`config.mk`:
```
export PLATFORM = sky130hd
export DESIGN_NAME = spi_bus_arbiter_flat
export DESIGN_NICKNAME = d
export VERILOG_FILES = /design/src/rtl/spi_bus_arbiter_if.sv /design/src/rtl/spi_bus_arbiter.sv /design/src/flat_wrapper.sv
export SDC_FILE = /design/constraint.sdc
export NUM_CORES = 1
export LEC_CHECK = 0
export CELL_PAD_IN_SITES_DETAIL_PLACEMENT = 1
export CELL_PAD_IN_SITES_GLOBAL_PLACEMENT = 2
export CORE_MARGIN = 2
export CORE_UTILIZATION = 25
export DETAILED_ROUTE_END_ITERATION = 10
export GPL_ROUTABILITY_DRIVEN = 0
export GPL_TIMING_DRIVEN = 0
export PLACE_DENSITY = 0.79
export SLEW_MARGIN = 20
export SYNTH_ARGS = -nofsm -noshare
export SYNTH_HDL_FRONTEND = slang
export SYNTH_SLANG_ARGS = --single-unit
```
`constraint.sdc`:
```
create_clock -name clk_sys -period 1.53 [get_ports clk_sys]
set_input_delay 0.2295 -clock clk_sys [delete_from_list [all_inputs] [get_ports clk_sys]]
set_output_delay 0.2295 -clock clk_sys [all_outputs]
set_load 0.005 [all_outputs]
```
`src/rtl/spi_bus_arbiter_if.sv`:
```
// Requester handshake and SPI pin bundle for spi_bus_arbiter.
// master: the arbiter side; slave: requesters plus SPI pins as seen from the board.
interface spi_bus_arbiter_if #(
   parameter int NumReq    = 2,
   parameter int DataWidth = 8
);
   logic [NumReq-1:0]           req_valid;
   logic [NumReq*DataWidth-1:0] req_data;
   logic [NumReq-1:0]           req_last;
   logic [NumReq-1:0]           req_ready;
   logic [NumReq-1:0]           rsp_valid;
   logic [DataWidth-1:0]        rsp_data;
   logic [NumReq-1:0]           grant;
   logic                        timeout;
   logic                        spi_sck;
   logic                        spi_tx;
   logic                        spi_rx;
   logic [NumReq-1:0]           spi_cs_n;

   modport master (
      input  req_valid, req_data, req_last, spi_rx,
      output req_ready, rsp_valid, rsp_data, grant, timeout, spi_sck, spi_tx, spi_cs_n
   );

   modport slave (
      output req_valid, req_data, req_last, spi_rx,
      input  req_ready, rsp_valid, rsp_data, grant, timeout, spi_sck, spi_tx, spi_cs_n
   );
endinterface

```
`src/rtl/spi_bus_arbiter.sv`:
```
// Round-robin SPI bus arbiter with mode-0 MSB-first shift engine and per-requester chip selects.
// Optional WAIT timeout release is enabled by defining SPI_ARB_TIMEOUT_EN.
//
//  state    | meaning
//  ST_IDLE  | no owner, cs all high, pick round-robin winner
//  ST_SHIFT | shifting one word for the owner, cs low
//  ST_WAIT  | between words of a burst, cs low, sck low
//  ST_GAP   | cs all high for ClkDiv cycles before IDLE
module spi_bus_arbiter #(
   parameter int NumReq        = 2,
   parameter int DataWidth     = 8,
   parameter int ClkDiv        = 2,
   parameter int TimeoutCycles = 256
) (
   input  logic              clk_sys,
   input  logic              rst_sys,
   spi_bus_arbiter_if.master bus
);
   localparam int PtrW = (NumReq > 1) ? $clog2(NumReq) : 1;
   localparam int DivW = (ClkDiv > 1) ? $clog2(ClkDiv) : 1;
   localparam int BitW = $clog2(DataWidth + 1);

   typedef enum logic [1:0] {ST_IDLE, ST_SHIFT, ST_WAIT, ST_GAP} state_t;

   state_t                state_q, state_d;
   logic [PtrW-1:0]       owner_q, rr_ptr_q;
   logic                  last_q;
   logic [DataWidth-1:0]  tx_sr_q, rx_sr_q;
   logic [DivW-1:0]       div_cnt_q;
   logic                  phase_q;
   logic [BitW-1:0]       bit_cnt_q;

   logic                  win_found;
   logic [PtrW-1:0]       win_idx;
   logic                  accept;
   logic [PtrW-1:0]       accept_idx;
   logic [NumReq-1:0]     owner_oh;
   logic                  byte_done, div_end, timeout_hit;
   logic [NumReq-1:0]     ready, rsp_valid, grant, cs_n;
   logic                  sck, tx, timeout;

   assign owner_oh  = NumReq'(1) << owner_q;
   assign byte_done = (state_q == ST_SHIFT) && (bit_cnt_q == BitW'(DataWidth));
   assign div_end   = (div_cnt_q == DivW'(ClkDiv - 1));

`ifdef SPI_ARB_TIMEOUT_EN
   localparam int WaitW = (TimeoutCycles > 1) ? $clog2(TimeoutCycles) : 1;
   logic [WaitW-1:0] wait_cnt_q;

   assign timeout_hit = (wait_cnt_q == WaitW'(TimeoutCycles - 1));

   always_ff @(posedge clk_sys) begin
      if (rst_sys || state_q != ST_WAIT) begin
         wait_cnt_q <= '0;
      end else if (!bus.req_valid[owner_q]) begin
         wait_cnt_q <= wait_cnt_q + WaitW'(1);
      end
   end
`else
   assign timeout_hit = 1'b0;
   if (TimeoutCycles < 1) begin : g_bad_timeout_cfg
   end
`endif

   // search starts just after the last owner so every requester gets a turn
   always_comb begin
      win_found = 1'b0;
      win_idx   = '0;
      for (int i = 1; i <= NumReq; i++) begin
         if (!win_found && bus.req_valid[(int'(rr_ptr_q) + i) % NumReq]) begin
            win_found = 1'b1;
            win_idx   = PtrW'((int'(rr_ptr_q) + i) % NumReq);
         end
      end
   end

   always_ff @(posedge clk_sys) begin
      if (rst_sys) state_q <= ST_IDLE;
      else         state_q <= state_d;
   end

   always_comb begin
      state_d    = state_q;
      accept     = 1'b0;
      accept_idx = owner_q;
      ready      = '0;
      rsp_valid  = '0;
      grant      = '0;
      cs_n       = '1;
      sck        = 1'b0;
      tx         = 1'b0;
      timeout    = 1'b0;
      case (state_q)
         ST_IDLE: begin
            if (win_found) begin
               accept     = 1'b1;
               accept_idx = win_idx;
               ready      = NumReq'(1) << win_idx;
               state_d    = ST_SHIFT;
            end
         end
         ST_SHIFT: begin
            grant = owner_oh;
            cs_n  = ~owner_oh;
            sck   = phase_q;
            tx    = tx_sr_q[DataWidth-1];
            if (byte_done) begin
               rsp_valid = owner_oh;
               state_d   = last_q ? ST_GAP : ST_WAIT;
            end
         end
         ST_WAIT: begin
            grant = owner_oh;
            cs_n  = ~owner_oh;
            if (bus.req_valid[owner_q]) begin
               accept  = 1'b1;
               ready   = owner_oh;
               state_d = ST_SHIFT;
            end else if (timeout_hit) begin
               timeout = 1'b1;
               state_d = ST_GAP;
            end
         end
         ST_GAP: begin
            if (div_end) state_d = ST_IDLE;
         end
         default: state_d = ST_IDLE;
      endcase
      // the FSM may still sit in IDLE/SHIFT during the reset cycle; keep handshakes quiet
      if (rst_sys) begin
         accept    = 1'b0;
         ready     = '0;
         rsp_valid = '0;
         timeout   = 1'b0;
      end
   end

   always_ff @(posedge clk_sys) begin
      if (rst_sys) begin
         owner_q   <= '0;
         rr_ptr_q  <= PtrW'(NumReq - 1);
         last_q    <= 1'b0;
         tx_sr_q   <= '0;
         rx_sr_q   <= '0;
         div_cnt_q <= '0;
         phase_q   <= 1'b0;
         bit_cnt_q <= '0;
      end else if (accept) begin
         owner_q   <= accept_idx;
         rr_ptr_q  <= accept_idx;
         last_q    <= bus.req_last[accept_idx];
         tx_sr_q   <= bus.req_data[int'(accept_idx)*DataWidth +: DataWidth];
         div_cnt_q <= '0;
         phase_q   <= 1'b0;
         bit_cnt_q <= '0;
      end else begin
         case (state_q)
            ST_SHIFT: begin
               if (byte_done) begin
                  div_cnt_q <= '0;
               end else if (div_end) begin
                  div_cnt_q <= '0;
                  phase_q   <= ~phase_q;
                  if (!phase_q) begin
                     rx_sr_q <= {rx_sr_q[DataWidth-2:0], bus.spi_rx};
                  end else begin
                     bit_cnt_q <= bit_cnt_q + BitW'(1);
                     tx_sr_q   <= {tx_sr_q[DataWidth-2:0], 1'b0};
                  end
               end else begin
                  div_cnt_q <= div_cnt_q + DivW'(1);
               end
            end
            ST_WAIT: div_cnt_q <= '0;
            ST_GAP:  div_cnt_q <= div_cnt_q + DivW'(1);
            default: begin
            end
         endcase
      end
   end

   assign bus.req_ready = ready;
   assign bus.rsp_valid = rsp_valid;
   assign bus.rsp_data  = rx_sr_q;
   assign bus.grant     = grant;
   assign bus.timeout   = timeout;
   assign bus.spi_sck   = sck;
   assign bus.spi_tx    = tx;
   assign bus.spi_cs_n  = cs_n;
endmodule
```
`src/flat_wrapper.sv`:
```
// flat-port wrapper written by rule: the top's interface ports become plain ports
module spi_bus_arbiter_flat 
#(
   parameter int NumReq        = 2,
   parameter int DataWidth     = 8,
   parameter int ClkDiv        = 2,
   parameter int TimeoutCycles = 256
)
  (clk_sys, rst_sys, bus_req_valid, bus_req_data, bus_req_last, bus_spi_rx, bus_req_ready, bus_rsp_valid, bus_rsp_data, bus_grant, bus_timeout, bus_spi_sck, bus_spi_tx, bus_spi_cs_n);
  spi_bus_arbiter_if #(.NumReq(NumReq), .DataWidth(DataWidth)) bus_i ();
  input  logic clk_sys;
  input  logic rst_sys;
  input wire logic [$bits(bus_i.req_valid)-1:0] bus_req_valid;
  input wire logic [$bits(bus_i.req_data)-1:0] bus_req_data;
  input wire logic [$bits(bus_i.req_last)-1:0] bus_req_last;
  input wire logic [$bits(bus_i.spi_rx)-1:0] bus_spi_rx;
  output wire logic [$bits(bus_i.req_ready)-1:0] bus_req_ready;
  output wire logic [$bits(bus_i.rsp_valid)-1:0] bus_rsp_valid;
  output wire logic [$bits(bus_i.rsp_data)-1:0] bus_rsp_data;
  output wire logic [$bits(bus_i.grant)-1:0] bus_grant;
  output wire logic [$bits(bus_i.timeout)-1:0] bus_timeout;
  output wire logic [$bits(bus_i.spi_sck)-1:0] bus_spi_sck;
  output wire logic [$bits(bus_i.spi_tx)-1:0] bus_spi_tx;
  output wire logic [$bits(bus_i.spi_cs_n)-1:0] bus_spi_cs_n;
  assign bus_i.req_valid = bus_req_valid;
  assign bus_i.req_data = bus_req_data;
  assign bus_i.req_last = bus_req_last;
  assign bus_i.spi_rx = bus_spi_rx;
  assign bus_req_ready = bus_i.req_ready;
  assign bus_rsp_valid = bus_i.rsp_valid;
  assign bus_rsp_data = bus_i.rsp_data;
  assign bus_grant = bus_i.grant;
  assign bus_timeout = bus_i.timeout;
  assign bus_spi_sck = bus_i.spi_sck;
  assign bus_spi_tx = bus_i.spi_tx;
  assign bus_spi_cs_n = bus_i.spi_cs_n;
  spi_bus_arbiter #(.NumReq(NumReq), .DataWidth(DataWidth), .ClkDiv(ClkDiv), .TimeoutCycles(TimeoutCycles)) u_core (.clk_sys(clk_sys), .rst_sys(rst_sys), .bus(bus_i));
endmodule
```
# Yosys cells after proc, flatten, opt, wreduce, memory -nomap -nowiden

Cells that the tools add are included.

Flip-flop bits (word level): 27
Input port bits: 23
Output and inout bits: 19
Logic and storage cells: 95

$add $sub $neg: 4
Magnitude comparators: 4
Eq/ne operators: 9
Shifts and indexed selects: 3
Multiplexer cells: 45
Bitwise operators: 6
Reduce and logical (&&, ||, !) cells: 15

Operators with widths:

| cell                                                       | number |
|---|---|
| 2-to-1 mux 8 bit                                           | 5 |
| 2-to-1 mux 1 bit                                           | 24 |
| 2-to-1 mux 2 bit                                           | 12 |
| variable part select 16 x 5 -> 8 bit                       | 1 |
| AND reduction 4 bit                                        | 3 |
| != test 2 x 1 -> 1 bit, second input constant              | 5 |
| case mux 2 bit (4 select lines)                            | 1 |
| less-than comparator 2 x 3 -> 1 bit, second input constant | 2 |
| nonzero test 2 bit                                         | 3 |
| AND reduction 5 bit                                        | 1 |
| adder 4 x 1 -> 4 bit, second input constant                | 1 |
| equality test 2 bit, second input constant                 | 2 |
| equality test 4 bit, second input constant                 | 1 |
| less-than comparator 1 x 2 -> 1 bit, second input constant | 2 |
| case mux 2 bit (2 select lines)                            | 1 |
| OR reduction 2 bit                                         | 2 |
| left shift 1 x 1 -> 2 bit, first input constant            | 2 |
| adder 1 bit, second input constant                         | 3 |
| inverter 1 bit                                             | 3 |
| case mux 1 bit (3 select lines)                            | 1 |
| AND reduction 3 bit                                        | 1 |
| nonzero test 3 bit                                         | 1 |
| bitwise AND 1 bit, first input constant                    | 2 |
| equality test 2 x 1 -> 1 bit, second input constant        | 1 |
| other kinds (5)                                            | 6 |

# Logic depth before layout (Yosys ltp)

Gate-level depths: netlist of the first run.

Word-level depth: 14
Gate-level depth with buffers: 8
Depth with buffers taken out: 6

# Worst setup path after synthesis of the first run

OpenSTA, ideal clock, no wires.

Kind: register -> register
Start: register u_core.state_q[0]
End: register u_core.rx_sr_q[0], in the netlist u_core.bus.rsp_data[0]
Setup time: 0.072 ns
Arrival: 1.599 ns
Required time: 1.458 ns
Slack: -0.141 ns
Stages on the path, launching flop included: 8
Buffers on the path: 1
Cell sequence: dfxtp_1 inv_1 ha_1 clkbuf_2 inv_1 o32ai_2 nor3_4 mux2i_1

Cells in the longest elaborated chain, start to end: 5
Elaborated cells on any way between the ends: 9
Those cells by class: 2 x eq/ne; 2 x mux; 2 x bitwise; 3 x reduce/logical

RTL lines:

| what                                                     | line                   | source |
|---|---|---|
| start, declared                                          | spi_bus_arbiter.sv:25  | `state_t state_q, state_d;` |
| start signal, assigned                                   | spi_bus_arbiter.sv:79  | `else state_q <= state_d;` |
| equality test 2 bit or logical NOT 2 bit (tied branches) | spi_bus_arbiter.sv:93  | `case (state_q)` |
| case mux 1 bit (2 select lines)                          | spi_bus_arbiter.sv:93  |  |
| 2-to-1 mux 1 bit                                         | spi_bus_arbiter.sv:130 | `if (rst_sys) begin` |
| inverter 1 bit (no source line)                          | --                     |  |
| AND reduction 5 bit (no source line) (*)                 | --                     |  |
| end signal, assigned                                     | spi_bus_arbiter.sv:165 | `rx_sr_q <= {rx_sr_q[DataWidth-2:0], bus.spi_rx};` |
| end, declared                                            | spi_bus_arbiter.sv:28  | `logic [DataWidth-1:0] tx_sr_q, rx_sr_q;` |

Every way passes the cells marked *; elsewhere a longest branch is shown, timed or not.
A chain may end at the register's enable or synchronous reset.

# Worst setup path in the final report of the first run

Start: register u_core.state_q[1]
End: output bus_req_ready[1]

Cells in the longest elaborated chain, start to end: 3
Elaborated cells on any way between the ends: 4
Those cells by class: 1 x eq/ne; 2 x mux; 1 x reduce/logical

RTL lines:

| what                                                     | line                   | source |
|---|---|---|
| equality test 2 bit or logical NOT 2 bit (tied branches) | spi_bus_arbiter.sv:93  |  |
| case mux 2 bit (2 select lines) (*)                      | spi_bus_arbiter.sv:93  |  |
| 2-to-1 mux 2 bit (*)                                     | spi_bus_arbiter.sv:130 |  |
| end, declared                                            | flat_wrapper.sv:17     | `output wire logic [$bits(bus_i.req_ready)-1:0] bus_req_ready;` |

Marked as above.

==> results of run 1 <==
[placed cells by master, fill, tap and decap left out, types with 6 or more instances in the layout]
master           netlist  final
clkdlybuf4s50_1        0     27
mux2i_1               24     23
dfxtp_1               27     22
buf_4                  2     19
nand2_1               18     15
buf_6                  0     10
o22ai_1                8      8
clkbuf_2               1      7
inv_1                 11      6
nor2_1                 7      6
[sequential cells by signal, summed over array words and instances (netlist names)]
name and flops:
u_core.tx_sr_q 8, u_core.owner_q 1, u_core.bus.rsp_data 8, u_core.bit_cnt_q 4, u_core.rr_ptr_q 1, u_core.last_q 1
u_core.div_cnt_q 1, u_core.state_q 2, u_core.phase_q 1
[worst min-delay path by stage]
stage	to	startpoint	cells past startpoint	slack (ns)
floorplan	u_core.bus.rsp_data[0]$_SDFFE_PP0P_	bus_spi_rx	2	0.37
global placement	u_core.bus.rsp_data[7]$_SDFFE_PP0P_	u_core.bus.rsp_data[7]$_SDFFE_PP0P_	2	0.45
detailed placement	u_core.bus.rsp_data[7]$_SDFFE_PP0P_	u_core.bus.rsp_data[7]$_SDFFE_PP0P_	2	0.46
CTS	u_core.last_q$_SDFFE_PP0N_	rst_sys	2	0.31
global route	u_core.last_q$_SDFFE_PP0N_	rst_sys	2	0.33
finish	u_core.last_q$_SDFFE_PP0N_	rst_sys	2	0.31
[metal layers]
| metal | global-route usage [%] | vias up | routed length (µm) |
|---|---|---|---|
| met3 | 1.810 | 4 | 115 |
| met1 | 16.83 | 629 | 2000 |
| met4 | 3.051 | 0 | 41 |
| li1 | - | 684 | - |
| met5 | 0 | - | 0 |
| met2 | 23.25 | 25 | 2235 |
[per-stage QoR]
stage	TNS, ns	std cells	setup slack [ns]
2_1_floorplan	-0.1819	156	-0.02355
3_3_place_gp	-13.19	267	-0.5174
3_5_place_dp	-13.34	267	-0.5214
4_1_cts	-1.586	286	-0.1260
5_1_grt	-2.215	297	-0.1868
6_report	-0.5939	297	-0.1581
[what timing repair did]
item / 4_1_cts / 5_1_grt
setup buffers: 16 / 11
gates resized for setup: 66 / 34
gates cloned: 1 / 1
setup endpoints to repair: 37 / 33
pin swaps: 11 / 12
[where the power goes]
| part | internal [W] | switching, W | total (W) |
|---|---|---|---|
| Clock | 0.000184 | 0.000254 | 0.000437 |
| Sequential | 0.000843 | 0.000119 | 0.000962 |
| Combinational | 0.000921 | 0.000742 | 0.00166 |
| Total | 0.00195 | 0.00111 | 0.00306 |
[synthesized netlist by cell type, drive strengths merged, types with 2 or more instances]
library cell / n
dfxtp: 27
mux2i: 25
nand2: 18
inv: 11
o22ai: 8
ha: 7
nor2: 7
buf: 5
a21oi: 4
nand2b: 4
a211oi: 3
and2: 3
clkbuf: 3
nand3: 3
nor3: 3
xnor2: 3
a22o: 2
and3: 2
o21ai: 2
[layout make-up]
class                      count  share of cell area [%]
clock buffer                   3                   1.697
inverter                      11                   1.902
timing repair buffer          68                   26.07
multi-input combinational    110                   41.85
sequential                    27                   22.78
buffer                         5                   1.799
clock inverter                 1                  0.2057
tap                           72                   3.702
[logic make-up after synthesis]
| family | Yosys count | synth area share [%] |
|---|---|---|
| and+or+nand+nor | 46 | 16.49 |
| DFF | 27 | 37.50 |
| adders and majority gates | 7 | 6.076 |
| AOI/OAI and AO/OA | 27 | 13.80 |
| xor gates and xnor gates | 4 | 2.431 |
| muxes | 25 | 17.62 |
| other | 1 | 0.2602 |
| buffers and inverters | 19 | 5.815 |
==> results.json, run 1 <==
{
  "crit_type": "register to primary output",
  "dr.pass1.iters": 4,
  "final_util_pct": 43.93,
  "ir_drop_mv": 0.4601,
  "worst_setup_path_end_kind": "primary output",
  "total_power_w": 0.003062,
  "crit_start": "u_core.state_q[1]$_SDFFE_PP0P_",
  "finalSetupViolCount": 9,
  "num_vias": 1342,
  "portBuffers": 39,
  "p_leak_nw": 1.009,
  "crit_required_ns": 1.30,
  "avgSynthCellArea_um2": 9.240,
  "cts_hold_buf": 0,
  "fmax_ghz": 0.5924,
  "hp-class": "primary input to register",
  "die_area_um2": 6389,
  "ys_types": 41,
  "setup_ws_ns": -0.1581,
  "clkLatencyLatePin_ns": 0.28,
  "synthCells": 156,
  "r2r_setup_slack_ns": -0.09,
  "finalHoldWorstSlack_ns": 0.3076,
  "grt_max_degree": 16,
  "cap_violations": 0,
  "final_antenna_net_count": 0,
  "crit_family": "flip-flops",
  "p_per_area_nw_per_um2": 1258,
  "cts-root-buf": "clkbuf_8",
  "syn_area_um2": 1441,
  "num_rows": 27,
  "antenna_found_initial": 0,
  "synth_ff_type": "dfxtp_1",
  "reg2reg_from": "u_core.state_q[0]$_SDFFE_PP0P_",
  "cts_max_path_buffers": 2,
  "period_minus_slack_ns": 1.688,
  "yosys.area.top_type_share_pct": 37.50,
  "period_share_pct": 110.3,
  "place_area_um2": 1953,
  "reg2reg_depth": 6,
  "hpwl_um": 2759,
  "finClkSkew_ns": 0.004097,
  "crit_path_max_fanout": 4,
  "io_pins": 42,
  "cp_cell_sequence": "buf_6 -> ha_4 -> a22o_4 -> and3_4 -> buf_6",
  "synth_nets": 186,
  "yosysWarnings": 0,
  "drive_gt1_share_pct": 39.11,
  "drc_errors": 0,
  "grtUsageTotal_pct": 13.16,
  "fp.dieH_um": 79.93,
  "grt-ovfl-total": 0,
  "rsz0062_at_grt": "yes",
  "synth_edf_count": 0,
  "die_x_um": 79.93,
  "syn_to_final_growth_pct": 68.84,
  "wl_um": 4392,
  "yosysSeqAreaShare_pct": 37.50,
  "path_clk_slew_ns": 0.10,
  "antenna_cells": 0,
  "final-seq-area_um2": 554.3,
  "slew_violations": 0,
  "start_kind": "register",
  "violations": "setup timing",
  "cts-buffers-inserted": 3,
  "yosysTopAreaCell": "dfxtp_1",
  "status": "complete, but fails checks",
  "crit_buf_inv": 2,
  "grt_pass1_vias": 1391,
  "endpoint": "bus_req_ready[1]",
  "timing.rr.end": "u_core.state_q[1]$_SDFFE_PP0P_",
  "max_stage_delay_ns": 0.37,
  "worstPathArrival_ns": 1.46,
  "layout.nets": 256,
  "n_fill_cell": 650,
  "synth.ff_latch_count": 27,
  "start_util_pct": 26.02,
  "drt_iter0_drc": 34,
  "grt_pass1_wl_um": 6706,
  "cp_slowest_cell": "dfxtp_4",
  "synth_area_leaders": "dfxtp_1 38%, mux2i_1 17%, ha_1 6.1%",
  "cts_tree": "done",
  "design_area_um2": 2434,
  "viasPerCell": 4.519,
  "multi_input_area_um2": 1018,
  "coreArea_um2": 5540,
  "crit_top_cell": "buf_6",
  "cp.depth": 5,
  "async_flop_share_pct": 0,
  "hold_viol": 0,
  "wl_per_cell_um": 14.79,
  "cts_max_level": 1,
  "clock_sinks": 27
}
Power figures use the tool's default switching activity.
==> inputs of run 2 (changes only) <==
--- a/config.mk
+++ b/config.mk
@@ -12,7 +12,7 @@
 export DETAILED_ROUTE_END_ITERATION = 10
 export GPL_ROUTABILITY_DRIVEN = 0
 export GPL_TIMING_DRIVEN = 0
-export PLACE_DENSITY = 0.79
+export PLACE_DENSITY = 0.72
 export SLEW_MARGIN = 20
 export SYNTH_ARGS = -nofsm -noshare
 export SYNTH_HDL_FRONTEND = slang
==> constraint.sdc (replaced) <==
create_clock -name clk_sys -period 1.53 [get_ports clk_sys]
set_input_delay 0.306 -clock clk_sys [delete_from_list [all_inputs] [get_ports clk_sys]]
set_output_delay 0.306 -clock clk_sys [all_outputs]
set_load 0.005 [all_outputs]
==> results.json, run 2 (synthesized netlist as in run 1, its figures left out) <==
{
  "status": "complete, but fails checks",
  "violations": "setup timing",
  "path_clk_slew_ns": 0.09,
  "grt_max_degree": 15,
  "place_area_um2": 1953,
  "start_kind": "register",
  "hold_viol": 0,
  "p_leak_nw": 1.075,
  "wl_per_cell_um": 17.38,
  "worst_setup_path_end_kind": "register",
  "cts_hold_buf": 0,
  "cts-root-buf": "clkbuf_8",
  "grt-ovfl-total": 0,
  "worstPathArrival_ns": 1.96,
  "antenna_found_initial": 0,
  "fp.dieH_um": 79.93,
  "setup_ws_ns": -0.2612,
  "clkLatencyLatePin_ns": 0.27,
  "crit_path_max_fanout": 3,
  "finalHoldWorstSlack_ns": 0.4019,
  "worst_slew_pin_slew_ns": 0.5021,
  "final_antenna_net_count": 0,
  "cts_tree": "done",
  "timing.rr.end": "u_core.state_q[1]$_SDFFE_PP0P_",
  "layout_common_cells": "27 x clkdlybuf4s50_1, 23 x buf_6, 22 x dfxtp_1",
  "drc_errors": 0,
  "hpwl_um": 3099,
  "layout_commonest_cell": "clkdlybuf4s50_1",
  "grt_pass1_wl_um": 8459,
  "hp-class": "primary input to register",
  "coreArea_um2": 5540,
  "grt_pass1_vias": 1656,
  "antenna_cells": 0,
  "num_vias": 1440,
  "reg2reg_from": "u_core.state_q[0]$_SDFFE_PP0P_",
  "dr.pass1.iters": 4,
  "finClkSkew_ns": 0.006487,
  "design_area_um2": 2671,
  "die_area_um2": 6389,
  "cap_violations": 0,
  "cts-buffers-inserted": 3,
  "finalSetupViolCount": 31,
  "slew_violations": 0,
  "layout.nets": 264,
  "period_share_pct": 117.1,
  "syn_to_final_growth_pct": 85.33,
  "portBuffers": 39,
  "cts_max_level": 1,
  "drive_gt1_share_pct": 47.21,
  "die_x_um": 79.93,
  "reg2reg_depth": 6,
  "crit_required_ns": 1.70,
  "worstHoldPathCells": 2,
  "period_minus_slack_ns": 1.791,
  "ir_drop_mv": 0.5577,
  "crit_start": "u_core.state_q[0]$_SDFFE_PP0P_",
  "io_pins": 42,
  "num_rows": 27,
  "endpoint": "u_core.state_q[1]$_SDFFE_PP0P_",
  "clock_sinks": 27,
  "slew_headroom_pct": 66.53,
  "rsz0062_at_grt": "yes",
  "p_per_area_nw_per_um2": 1313,
  "wl_um": 5302,
  "start_util_pct": 26.02,
  "r2r_setup_slack_ns": -0.26,
  "viasPerCell": 4.721,
  "grtUsageTotal_pct": 17.12,
  "cts_max_path_buffers": 2,
  "crit_type": "register to register",
  "drt_iter0_drc": 23,
  "fmax_ghz": 0.5583
}
[run 2: cell types whose count changed in the layout (fill, tap and decap cells not counted), moves of 2 or more]
cell / previous run / this run
buf_6: 10 / 23
clkbuf_2: 7 / 1
nor2_1: 6 / 3
a211oi_1: 3 / 1
a211oi_2: 0 / 2
and2_1: 2 / 0
and2_4: 1 / 3
inv_1: 6 / 4
mux2i_1: 23 / 21
nand2_2: 3 / 1
nor2_4: 0 / 2
[run 2: routing by layer]
metal / GRT usage, % / vias to the layer above / share of wire (%) / routed length, µm
li1: - / 700 / - / -
met1: 19.64 / 721 / 41 / 2162
met2: 32.17 / 15 / 57 / 2996
met3: 2.262 / 4 / 1.5 / 80
met4: 5.763 / 0 / 1.2 / 62
met5: 0 / - / 0 / 0
[run 2: worst max-delay path: stages, from the launching register on]
cell	delay [ns]
dfxtp_4	0.37
buf_6	0.13
buf_6	0.11
ha_4	0.16
a222oi_1	0.51
a211oi_1	0.16
a41o_1	0.25
[run 2: timing repair]
item,4_1_cts,5_1_grt
buffers inserted,32,4
endpoints found under the hold margin,0,0
resized for setup,114,28
endpoints found under the setup margin,37,37
gates cloned,2,0
pin swaps,21,13
[run 2: final cells by class]
| class | count | area (µm²) |
|---|---|---|
| timing repair buffer | 75 | 753.2 |
| clock buffer | 4 | 45.04 |
| sequential | 27 | 554.3 |
| fill | 619 | 2869 |
| buffer | 6 | 58.81 |
| multi-input combinational | 110 | 1119 |
| inverter | 11 | 51.30 |
| tap | 72 | 90.09 |
[run 2: report_power, final]
| group | total, W | switching [W] | internal, W |
|---|---|---|---|
| clock | 0.000408 | 0.000221 | 0.000187 |
| combinational | 0.00213 | 0.000928 | 0.00120 |
| sequential | 0.000967 | 0.000124 | 0.000843 |
| total | 0.00351 | 0.00127 | 0.00223 |
[run 2: per-stage QoR]
step	power, W	setup TNS, ns	instances	worst slack [ns]	utilization, %
2_1_floorplan	0.001652	-0.1819	156	-0.02355	-
5_1_grt	0.003715	-5.973	305	-0.2881	48.22
4_1_cts	0.003249	-3.134	303	-0.1951	45.60
6_report	0.003506	-3.495	305	-0.2612	48.22
3_3_place_gp	0.001994	-16.56	267	-0.6214	35.25
3_5_place_dp	0.002033	-17.46	267	-0.6365	35.25
[run 2: worst min-delay path by stage]
stage                                        start  slack [ns]                                   to
6_report                                   rst_sys        0.40       u_core.tx_sr_q[0]$_SDFFE_PP0P_
2_1_floorplan                           bus_spi_rx        0.45  u_core.bus.rsp_data[0]$_SDFFE_PP0P_
3_5_place_dp      u_core.bit_cnt_q[1]$_SDFFE_PP0P_        0.47     u_core.bit_cnt_q[1]$_SDFFE_PP0P_
4_1_cts                                    rst_sys        0.39       u_core.tx_sr_q[0]$_SDFFE_PP0P_
5_1_grt                                    rst_sys        0.42       u_core.tx_sr_q[0]$_SDFFE_PP0P_
3_3_place_gp   u_core.bus.rsp_data[7]$_SDFFE_PP0P_        0.45  u_core.bus.rsp_data[7]$_SDFFE_PP0P_
